===== config.mk =====
export PLATFORM = sky130hd
export DESIGN_NAME = bus_arbiter_flat
export DESIGN_NICKNAME = d
export VERILOG_FILES = /design/src/rtl/cpu_types_pkg.sv /design/src/rtl/bus_arbiter_if.sv /design/src/rtl/rr_pick.sv /design/src/rtl/bus_arbiter.sv /design/src/flat_wrapper.sv
export SDC_FILE = /design/constraint.sdc
export NUM_CORES = 1
export LEC_CHECK = 0
export CAP_MARGIN = 20
export CORE_AREA = 2 2 166 168
export CTS_BUF_LIST = sky130_fd_sc_hd__clkbuf_4 sky130_fd_sc_hd__clkbuf_8
export DETAILED_ROUTE_END_ITERATION = 7
export DIE_AREA = 0 0 168 170
export GPL_TIMING_DRIVEN = 0
export PLACE_DENSITY = 0.61
export SYNTH_ARGS = -nofsm -noshare
export SYNTH_HDL_FRONTEND = slang
export SYNTH_HIERARCHICAL = 1
export SYNTH_SLANG_ARGS = --single-unit

===== constraint.sdc =====
create_clock -name CLK -period 4.2 [get_ports CLK]
set_input_delay 0.84 -clock CLK [delete_from_list [all_inputs] [get_ports CLK]]
set_output_delay 0.84 -clock CLK [all_outputs]
set_load 0.005 [all_outputs]

===== src/rtl/cpu_types_pkg.sv =====
// Shared CPU/memory types plus the RAM-port arbiter's states and constants.
// Latency: none (types and constants only).
// Backpressure: none (types and constants only).
package cpu_types_pkg;

    localparam int CPUS            = 2;
    localparam int ARB_BURST_WORDS = 2;

    typedef logic [31:0] word_t;

    typedef enum logic [1:0] {
        FREE   = 2'd0,
        BUSY   = 2'd1,
        ACCESS = 2'd2,
        ERROR  = 2'd3
    } ramstate_t;

    typedef enum logic {
        IDLE  = 1'b0,
        GRANT = 1'b1
    } arb_state_t;

    // Requester ids: 0=dcache0, 1=dcache1, 2=icache0, 3=icache1.
    // Bit 1 selects the cache class, bit 0 is the core.
    typedef logic [1:0] req_id_t;

    // Block index of a word address; a dcache burst never leaves its block.
    function automatic logic [28:0] blk_of(input word_t a);
        return a[31:3];
    endfunction

endpackage


===== src/rtl/bus_arbiter_if.sv =====
// Cache-side request channels and the single RAM port seen by the arbiter.
// Latency: none (wiring only).
// Backpressure: iwait/dwait held high until RAM reports ACCESS for the owner.
interface bus_arbiter_if;
    import cpu_types_pkg::*;

    // instruction caches
    logic [CPUS-1:0] iREN;
    word_t           iaddr [CPUS];
    logic [CPUS-1:0] iwait;
    word_t           iload [CPUS];

    // data caches
    logic [CPUS-1:0] dREN;
    logic [CPUS-1:0] dWEN;
    word_t           daddr  [CPUS];
    word_t           dstore [CPUS];
    logic [CPUS-1:0] dwait;
    word_t           dload  [CPUS];

    // RAM port
    logic      ramREN;
    logic      ramWEN;
    word_t     ramaddr;
    word_t     ramstore;
    word_t     ramload;
    ramstate_t ramstate;

    // caches and RAM model
    modport master (
        output iREN, iaddr, dREN, dWEN, daddr, dstore, ramload, ramstate,
        input  iwait, iload, dwait, dload, ramREN, ramWEN, ramaddr, ramstore
    );

    // arbiter
    modport slave (
        input  iREN, iaddr, dREN, dWEN, daddr, dstore, ramload, ramstate,
        output iwait, iload, dwait, dload, ramREN, ramWEN, ramaddr, ramstore
    );

endinterface


===== src/rtl/rr_pick.sv =====
// Two-way round-robin pick: chooses the core that was not served last on a tie.
// Latency: combinational.
// Backpressure: none; the caller decides when the pick is consumed.
module rr_pick (
    input  logic [1:0] req,
    input  logic       rr,
    output logic       win,
    output logic       vld
);

    // a lone requester always wins; on a tie the core != rr wins
    always_comb begin
        vld = |req;
        win = 1'b0;
        if (req[0] && req[1]) begin
            win = ~rr;
        end else if (req[1]) begin
            win = 1'b1;
        end
    end

endmodule


===== src/rtl/bus_arbiter.sv =====
// Shares one RAM port among dcache0/1 and icache0/1; dcache pairs are atomic.
// Latency: request seen in IDLE drives RAM the next cycle; one IDLE cycle after each release.
// Backpressure: owner's wait stays high until ramstate==ACCESS; non-owners always wait.
module bus_arbiter
    import cpu_types_pkg::*;
(
    input  logic         CLK,
    input  logic         nRST,
    bus_arbiter_if.slave bus
);

    localparam logic [1:0] BURST_LAST = 2'(ARB_BURST_WORDS - 1);

    arb_state_t  state,  state_n;
    req_id_t     owner,  owner_n;
    logic        rr,     rr_n;
    logic [1:0]  words,  words_n;
    logic [28:0] blk,    blk_n;

    logic [1:0]  dreq;
    logic        d_win, d_vld;
    logic        i_win, i_vld;

    logic        own_core;
    logic        own_i;
    logic        own_req;
    logic        own_wr;
    word_t       own_addr;
    word_t       own_store;
    logic        blk_moved;
    logic        live;
    logic        ack;

    // a dcache write with dREN also high is still a write
    assign dreq = bus.dREN | bus.dWEN;

    rr_pick u_pick_d (
        .req (dreq),
        .rr  (rr),
        .win (d_win),
        .vld (d_vld)
    );

    rr_pick u_pick_i (
        .req (bus.iREN),
        .rr  (rr),
        .win (i_win),
        .vld (i_vld)
    );

    // view of the owner's channel, and whether the RAM is being driven for it
    always_comb begin
        own_core  = owner[0];
        own_i     = owner[1];
        own_req   = own_i ? bus.iREN[own_core]  : dreq[own_core];
        own_wr    = ~own_i & bus.dWEN[own_core];
        own_addr  = own_i ? bus.iaddr[own_core] : bus.daddr[own_core];
        own_store = own_i ? '0                  : bus.dstore[own_core];
        // a dcache that moved to another block after a word gets no more words
        blk_moved = ~own_i && (words != 2'd0) && (blk_of(own_addr) != blk);
        live      = (state == GRANT) && own_req && !blk_moved;
        ack       = live && (bus.ramstate == ACCESS);
    end

    // arbitration and grant bookkeeping
    always_comb begin
        state_n = state;
        owner_n = owner;
        rr_n    = rr;
        words_n = words;
        blk_n   = blk;
        case (state)
            IDLE: begin
                if (d_vld || i_vld) begin
                    owner_n = d_vld ? {1'b0, d_win} : {1'b1, i_win};
                    blk_n   = d_vld ? blk_of(bus.daddr[d_win]) : blk_of(bus.iaddr[i_win]);
                    words_n = 2'd0;
                    state_n = GRANT;
                end
            end
            GRANT: begin
                if (!own_req) begin
                    // withdrawn: drop the grant without touching fairness
                    state_n = IDLE;
                end else if (blk_moved) begin
                    state_n = IDLE;
                    rr_n    = own_core;
                end else if (ack) begin
                    words_n = words + 2'd1;
                    if (own_i || (words == BURST_LAST)) begin
                        state_n = IDLE;
                        rr_n    = own_core;
                    end
                end
            end
            default: state_n = IDLE;
        endcase
    end

    // RAM strobes follow the owner's channel; completion is steered back to it
    always_comb begin
        bus.ramREN   = live & ~own_wr;
        bus.ramWEN   = live & own_wr;
        bus.ramaddr  = live ? own_addr : '0;
        bus.ramstore = (live && own_wr) ? own_store : '0;
        bus.iwait    = '1;
        bus.dwait    = '1;
        for (int c = 0; c < CPUS; c++) begin
            bus.iload[c] = '0;
            bus.dload[c] = '0;
        end
        if (ack) begin
            if (own_i) begin
                bus.iwait[own_core] = 1'b0;
                bus.iload[own_core] = bus.ramload;
            end else begin
                bus.dwait[own_core] = 1'b0;
                bus.dload[own_core] = bus.ramload;
            end
        end
    end

    // state registers; reset abandons any burst in flight
    always_ff @(posedge CLK or negedge nRST) begin
        if (!nRST) begin
            state <= IDLE;
            owner <= '0;
            rr    <= 1'b0;
            words <= '0;
            blk   <= '0;
        end else begin
            state <= state_n;
            owner <= owner_n;
            rr    <= rr_n;
            words <= words_n;
            blk   <= blk_n;
        end
    end

endmodule


===== src/flat_wrapper.sv =====
// flat-port wrapper written by rule: the top's interface ports become plain ports
module bus_arbiter_flat import cpu_types_pkg::*;
  (CLK, nRST, bus_iREN, bus_iaddr, bus_dREN, bus_dWEN, bus_daddr, bus_dstore, bus_ramload, bus_ramstate, bus_iwait, bus_iload, bus_dwait, bus_dload, bus_ramREN, bus_ramWEN, bus_ramaddr, bus_ramstore);
  bus_arbiter_if bus_i ();
  input  logic CLK;
  input  logic nRST;
  input wire logic [$bits(bus_i.iREN)-1:0] bus_iREN;
  input wire logic [$bits(bus_i.iaddr)-1:0] bus_iaddr;
  input wire logic [$bits(bus_i.dREN)-1:0] bus_dREN;
  input wire logic [$bits(bus_i.dWEN)-1:0] bus_dWEN;
  input wire logic [$bits(bus_i.daddr)-1:0] bus_daddr;
  input wire logic [$bits(bus_i.dstore)-1:0] bus_dstore;
  input wire logic [$bits(bus_i.ramload)-1:0] bus_ramload;
  input wire logic [$bits(bus_i.ramstate)-1:0] bus_ramstate;
  output wire logic [$bits(bus_i.iwait)-1:0] bus_iwait;
  output wire logic [$bits(bus_i.iload)-1:0] bus_iload;
  output wire logic [$bits(bus_i.dwait)-1:0] bus_dwait;
  output wire logic [$bits(bus_i.dload)-1:0] bus_dload;
  output wire logic [$bits(bus_i.ramREN)-1:0] bus_ramREN;
  output wire logic [$bits(bus_i.ramWEN)-1:0] bus_ramWEN;
  output wire logic [$bits(bus_i.ramaddr)-1:0] bus_ramaddr;
  output wire logic [$bits(bus_i.ramstore)-1:0] bus_ramstore;
  assign bus_i.iREN = bus_iREN;
  assign bus_i.iaddr = {>>{bus_iaddr}};
  assign bus_i.dREN = bus_dREN;
  assign bus_i.dWEN = bus_dWEN;
  assign bus_i.daddr = {>>{bus_daddr}};
  assign bus_i.dstore = {>>{bus_dstore}};
  assign bus_i.ramload = bus_ramload;
  assign bus_i.ramstate = bus_ramstate;
  assign bus_iwait = bus_i.iwait;
  assign bus_iload = {>>{bus_i.iload}};
  assign bus_dwait = bus_i.dwait;
  assign bus_dload = {>>{bus_i.dload}};
  assign bus_ramREN = bus_i.ramREN;
  assign bus_ramWEN = bus_i.ramWEN;
  assign bus_ramaddr = bus_i.ramaddr;
  assign bus_ramstore = bus_i.ramstore;
  bus_arbiter u_core (.CLK(CLK), .nRST(nRST), .bus(bus_i));
endmodule

# ---- Yosys cells after proc, flatten, opt, wreduce, memory -nomap -nowiden
# Index checks and enable logic that the tools add are counted.
dict set report word_totals {
  elab_cells 111
  register_bits 35
  in_bits 234
}
dict set report classes {
  n_reduce_logical 21
  eq_ne 7
  muxes 58
  n_addsub 1
  bitwise 13
  order_cmp 6
}
# cell n
set op_table {}
lappend op_table {{32-bit two-way mux} 20}
lappend op_table {{64-bit two-way mux} 4}
lappend op_table {{64-bit AND} 1}
lappend op_table {{32-bit demux with 1-bit select} 1}
lappend op_table {{29-bit two-way mux} 1}
lappend op_table {{29-bit != test} 1}
lappend op_table {{1-bit two-way mux} 20}
lappend op_table {{2-bit two-way mux} 9}
lappend op_table {{1-bit logical AND} 10}
lappend op_table {{4-bit AND reduction} 2}
lappend op_table {{2-bit greater-or-equal comparator, second input constant} 3}
lappend op_table {{2-bit != test, second input constant} 3}
lappend op_table {{1-bit inverter with 2-bit output} 3}
lappend op_table {{2-bit nonzero test} 3}
lappend op_table {{1-bit inverter} 4}
lappend op_table {{2-bit case mux with 2 select lines} 1}
lappend op_table {{2-bit OR reduction} 2}
lappend op_table {{1-bit AND} 3}
lappend op_table {{2-bit by 1-bit adder with 2-bit output, second input constant} 1}
lappend op_table {{2-bit by 1-bit equality test with 1-bit output, second input constant} 1}
lappend op_table {{2-bit equality test, second input constant} 1}
lappend op_table {{1-bit logical OR} 2}
lappend op_table {{1-bit by 2-bit less-than comparator with 1-bit output, second input constant} 1}
lappend op_table {{2-bit by 1-bit less-than comparator with 1-bit output, second input constant} 1}
lappend op_table {{8 further kinds} 8}

# ---- Longest topological paths before layout
dict set report logic_depth {
  word_depth 14
  depth_mapped 11
  depth_no_buf 7
}

# ---- Modules after synthesis
# Netlist, hierarchy kept.
# mod area_per_inst_um2 cells_per_inst instances
set by_module_without_submodules {}
lappend by_module_without_submodules {bus_arbiter 5265.0 609 1}
lappend by_module_without_submodules {rr_pick 13.8 2 2}

# ---- Least setup slack after synthesis
# Ideal clock, no wire load.
dict set report synth_timing {
  kind {in2out}
  start {in bus_daddr[19]}
  end {out bus_ramstore[10]}
  slack_ns 0.580
  path_buffers 2
  arrival_ns 2.780
  cell_stages 9
  cell_sequence {mux4_1 > xnor2_1 > nand4_1 > nor4_2 > a311oi_2 > or2_1 > buf_6 > buf_6 > nor3_2}
}
dict set report synth_via {
  elab_chain_cells 10
}
# item line_no
set synth_rtl {}
lappend synth_rtl {{from (decl)} flat_wrapper.sv:11} ;# input wire logic [$bits(bus_i.daddr)-1:0] bus_daddr;
lappend synth_rtl {{32-bit two-way mux (not written as such) (3 in a row)} bus_arbiter.sv:57} ;# own_addr = own_i ? bus.iaddr[own_core] : bus.daddr[own_core];
lappend synth_rtl {{32-bit two-way mux} bus_arbiter.sv:57}
lappend synth_rtl {{29-bit != test} bus_arbiter.sv:60} ;# blk_moved = ~own_i && (words != 2'd0) && (blk_of(own_addr) != blk);
lappend synth_rtl {{1-bit logical AND} bus_arbiter.sv:60}
lappend synth_rtl {{1-bit logical NOT} bus_arbiter.sv:61} ;# live = (state == GRANT) && own_req && !blk_moved;
lappend synth_rtl {{1-bit logical AND} bus_arbiter.sv:61}
lappend synth_rtl {{1-bit logical AND} bus_arbiter.sv:105} ;# bus.ramstore = (live && own_wr) ? own_store : '0;
lappend synth_rtl {{32-bit two-way mux} bus_arbiter.sv:105}
lappend synth_rtl {{to (decl)} flat_wrapper.sv:22} ;# output wire logic [$bits(bus_i.ramstore)-1:0] bus_ramstore;
# No other way between the ends. The select of a mux whose other input is x is not followed.

# ---- Worst setup path in the final report
dict set report layout_timing {
  start {in bus_daddr[14]}
  end {out bus_dload[41]}
}
dict set report layout_via {
  elab_chain_cells 10
}
# item line_no
set layout_rtl {}
lappend layout_rtl {{32-bit two-way mux (not written as such) (3 in a row)} bus_arbiter.sv:57}
lappend layout_rtl {{32-bit two-way mux} bus_arbiter.sv:57}
lappend layout_rtl {{29-bit != test} bus_arbiter.sv:60}
lappend layout_rtl {{1-bit logical AND} bus_arbiter.sv:60}
lappend layout_rtl {{1-bit logical NOT} bus_arbiter.sv:61}
lappend layout_rtl {{1-bit logical AND} bus_arbiter.sv:61}
lappend layout_rtl {{1-bit logical AND} bus_arbiter.sv:62} ;# ack = live && (bus.ramstate == ACCESS);
lappend layout_rtl {{64-bit two-way mux} bus_arbiter.sv:112} ;# if (ack) begin
lappend layout_rtl {{to (decl)} flat_wrapper.sv:18} ;# output wire logic [$bits(bus_i.dload)-1:0] bus_dload;
# No other way between the ends. The select of a mux whose other input is x is not followed.

==> flow_summary_export.csv <==
group,metric,value,unit
final_layout,syn2layout_area_growth,111.4,%
worst_hold_path,min_delay_path_depth,2,
grt,top_usage_layer,"met2",
power,pwr-share-comb,84.5,%
critical_path,required,3.36,ns
clock_network,clock_sinks,35,
timing,drv_slew,0,
routing,vias,6676,
clock_network,root_buffer,"clkbuf_8",
grt,antenna_found_initial,3,
critical_path,max_stage_delay,0.50,ns
critical_path,r2r_slack,1.09,ns
run_status,violations,"negative setup slack",
synth,syn-num-nets,849,
timing,whs,0.5058,ns
grt,grt.met1_usage,23.83,%
critical_path,cp.arrival,3.59,ns
placed_design,dpl_cell_area,10030,sq um
power,internal_power,3.370,mW
power,p_sw,2.492,mW
grt,grt_pass1_wl,44150,um
synth,synth_top_cell_area_share,16.55,%
routing,avgViaCountPerCell,4.554,
grt,grt_use_total,20.31,%
clock_network,clock_latency,0.29,ns
clock_network,tritoncts,"done",
grt,grt_overflow,0,
routing,drc,0,
critical_path,cpMostUsedCell,"buf_6",
worst_hold_path,whs_endpoint,"u_core/blk[0]",
grt,grt_pass1_vias,7038,
final_layout,layout_commonest_cell,"clkdlybuf4s50_1",
synth,ys_types,36,
critical_path,r2r_start,"u_core/owner[0]",
final_layout,stdcell_count,1466,
die,core,26650,sq um
timing,relSlewSlack,31.93,%
timing,timing.fmax,225.9,MHz
power,power_frac_clock,4.5,%
placed_design,dp_cells,1385,
timing,grt_setup_unrepaired,"true",
critical_path,startpoint_type,"input pin",
grt,grt_max_degree,36,
timing,setup_viol,84,
timing,worst_slew_pin_slew,1.021,ns
power,irDropWorstVdd,0.0001929,V
clock_network,clk_path_buf_depth,2,
critical_path,worstSetupPathType,"in2out",
timing,fin_worst_skew,0.004262,ns
synth,ys_top_cells_by_area,"dfrtp_1 (17%), mux2i_1 (12%), mux4_2 (12%), and2_1 (11%), and3_1 (7.7%)",
timing,finalCritPeriodShare,105.4,%
clock_network,clk_pin_slew,0.08,ns
placed_design,gp_congestion,0.8621,
final_layout,layout-drive-gt1-share,36.19,%
power,power.density,523.9,nW/um^2
die,start_util,19.86,%
timing,final_hold_viol_count,0,
job,cap_viol_max_count,0,
clock_network,htreeDepth,2,
synth,syn_area,5293,sq um
power,switching_share,42.51,%
timing,fin_crit,4.426,ns
grt,grt_use_met3,3.651,%
critical_path,rr_endpoint,"u_core/state",
synth,yosysSeqAreaShare,16.55,%
power,leakagePower,5.135,nW
die,die_height,170,um
synth,synth_area_per_cell,8.634,sq um
timing,setup_slack,-0.2262,ns
placed_design,io_buffers,431,
critical_path,crit_chain,"clkdlybuf4s15_1 > mux4_2 > xnor2_2 > nand4_1 > nor4_4 > a311oi_4 > nor2_4 > buf_12 > buf_6 > buf_6 > buf_8 > buf_6 > buf_6 > buf_6 > and3_4 > buf_6",
critical_path,cp-end-kind,"primary output",
die,die_area,28560,sq um
routing,first_iter_violations,289,
critical_path,r2r_cells,12,
routing,ant_nets,0,
run_status,outcome,"finished with violations",
grt,use_met2,38.84,%
placed_design,dp_slack,-1.429,ns
routing,first_pass_iters,6,
die,row_count,60,
routing,wl_per_cell,21.15,um
clock_network,cts_buffers,5,
worst_hold_path,hp-class,"reg2reg",
final_layout,design_area,11190,sq um
critical_path,cp_max_fo,3,
critical_path,cpMaxStageDelayCell,"mux4_2",
final_layout,nets,1357,
power,seqPwrFrac,11.1,%
synth,synth_top_area_cell,"dfrtp_1",
worst_hold_path,min_from,"u_core/blk[0]",
synth,synthCells,613,
die,die_w,168,um
placed_design,dp_hpwl,24090,um
final_layout,mostFrequentLayoutCells,"clkdlybuf4s50_1 (177), and2_1 (82), buf_2 (78)",
synth,ys_warn_count,6,
synth,ys_seq_elements,35,
routing,wirelength,31010,um
die,ioPinCount,432,
[layer usage]
metal	part of all wire (%)	wire, um
met1	39	12100
met2	53	16420
met3	6.3	1964
met4	1.7	522
met5	0	0
[state kept, by name (all words and copies together), names as in the netlist]
signal,flops
u_core/blk,29
u_core/owner,2
u_core/words,2
u_core/rr,1
u_core/state,1
[power by group through the flow]
| stage | Sequential (mW) | Combinational (mW) | Clock [mW] |
|---|---|---|---|
| floorplan | 0.592 | 1.89 | 0 |
| global placement | 0.607 | 3.43 | 0 |
| detailed placement | 0.612 | 3.45 | 0 |
| CTS | 0.643 | 4.74 | 0.268 |
| global route | 0.669 | 5.25 | 0.286 |
| finish | 0.649 | 4.95 | 0.261 |
[area by class of cell]
type / instances / area [sq um]
Inverter: 4 / 15.01
Buffer: 56 / 442.9
Clock inverter: 1 / 5.005
Antenna cell: 3 / 7.507
Tap cell: 341 / 426.7
Multi-Input combinational cell: 511 / 4552
Sequential cell: 35 / 875.8
Fill cell: 2715 / 15460
Clock buffer: 7 / 83.83
Timing Repair Buffer: 508 / 4781
[worst max path at each step]
stage                                from  slack [ns]  depth (start not counted)          endpoint
final                       bus_daddr[14]       -0.23                         16     bus_dload[41]
after detailed placement    bus_daddr[11]       -1.43                         10    bus_ramaddr[2]
after floorplan             bus_daddr[19]        0.58                          9  bus_ramstore[10]
after global routing        bus_daddr[14]       -0.30                         16     bus_dload[41]
after CTS                 u_core/owner[0]       -0.29                         16     bus_dload[30]
after global placement      bus_daddr[11]       -1.43                         10    bus_ramaddr[2]
[stage by stage]
stage	TNS [ns]	total power [mW]	util [%]
4_1_cts	-5.777	5.653	41.04
5_1_grt	-17.15	6.207	41.99
6_report	-8.957	5.862	41.99
2_1_floorplan	0	2.479	-
3_3_place_gp	-153.80	4.039	37.65
3_5_place_dp	-153.99	4.059	37.63
[worst max-delay path: cells and delay by family]
family | cells | cell delay, ns
muxes | 1 | 0.50
buffers and inverters | 9 | 0.93
xor gates and xnor gates | 1 | 0.27
AOI/OAI and AO/OA | 1 | 0.16
and+or+nand+nor | 4 | 0.88
[cells in the mapped netlist]
| master | number |
|---|---|
| and2_1 | 97 |
| and3_1 | 65 |
| mux2i_1 | 64 |
| clkbuf_1 | 44 |
| nand2_1 | 38 |
| dfrtp_1 | 35 |
| nor2_1 | 33 |
| o21ai_0 | 33 |
| mux2_2 | 30 |
| nor3_2 | 29 |
| a21oi_1 | 28 |
| mux4_2 | 28 |
| xnor2_1 | 24 |
| buf_1 | 9 |
| buf_6 | 6 |
| nand4_1 | 6 |
| nor3_1 | 6 |
| mux4_1 | 5 |
| xor2_1 | 5 |
| inv_1 | 4 |
| or2_1 | 3 |
| or2_2 | 3 |
| a21boi_1 | 2 |
| buf_2 | 2 |
| ha_1 | 2 |
| o21bai_1 | 2 |
| a311oi_2 | 1 |
| buf_12 | 1 |
| clkbuf_2 | 1 |
| nand2b_1 | 1 |
| nand3_1 | 1 |
| nor2_4 | 1 |
| nor3b_1 | 1 |
| nor4_1 | 1 |
| nor4_2 | 1 |
| o22ai_1 | 1 |
[what timing repair did]
| action | CTS | global route |
|---|---|---|
| gates resized for setup | 821 | 112 |
| endpoints found under the setup margin | 197 | 168 |
| pin swaps | 67 | 18 |
| gates cloned | 9 | 3 |
| hold buffers | 0 | 0 |
| hold endpoints to repair | 0 | 0 |
| setup buffers | 56 | 15 |
[cells by family after synthesis]
kind of cell             Yosys count  synth area share (%)
adder cells (fa/ha/maj)            2                0.4727
buffers and inverters             67                 5.981
multiplexers                     127                 32.88
XOR/XNOR                          29                 4.799
flip-flops                        35                 16.55
AND/OR/NAND/NOR                  286                 32.58
AO/OA/AOI/OAI                     67                 6.737
(Power assumes the default switching activity.)
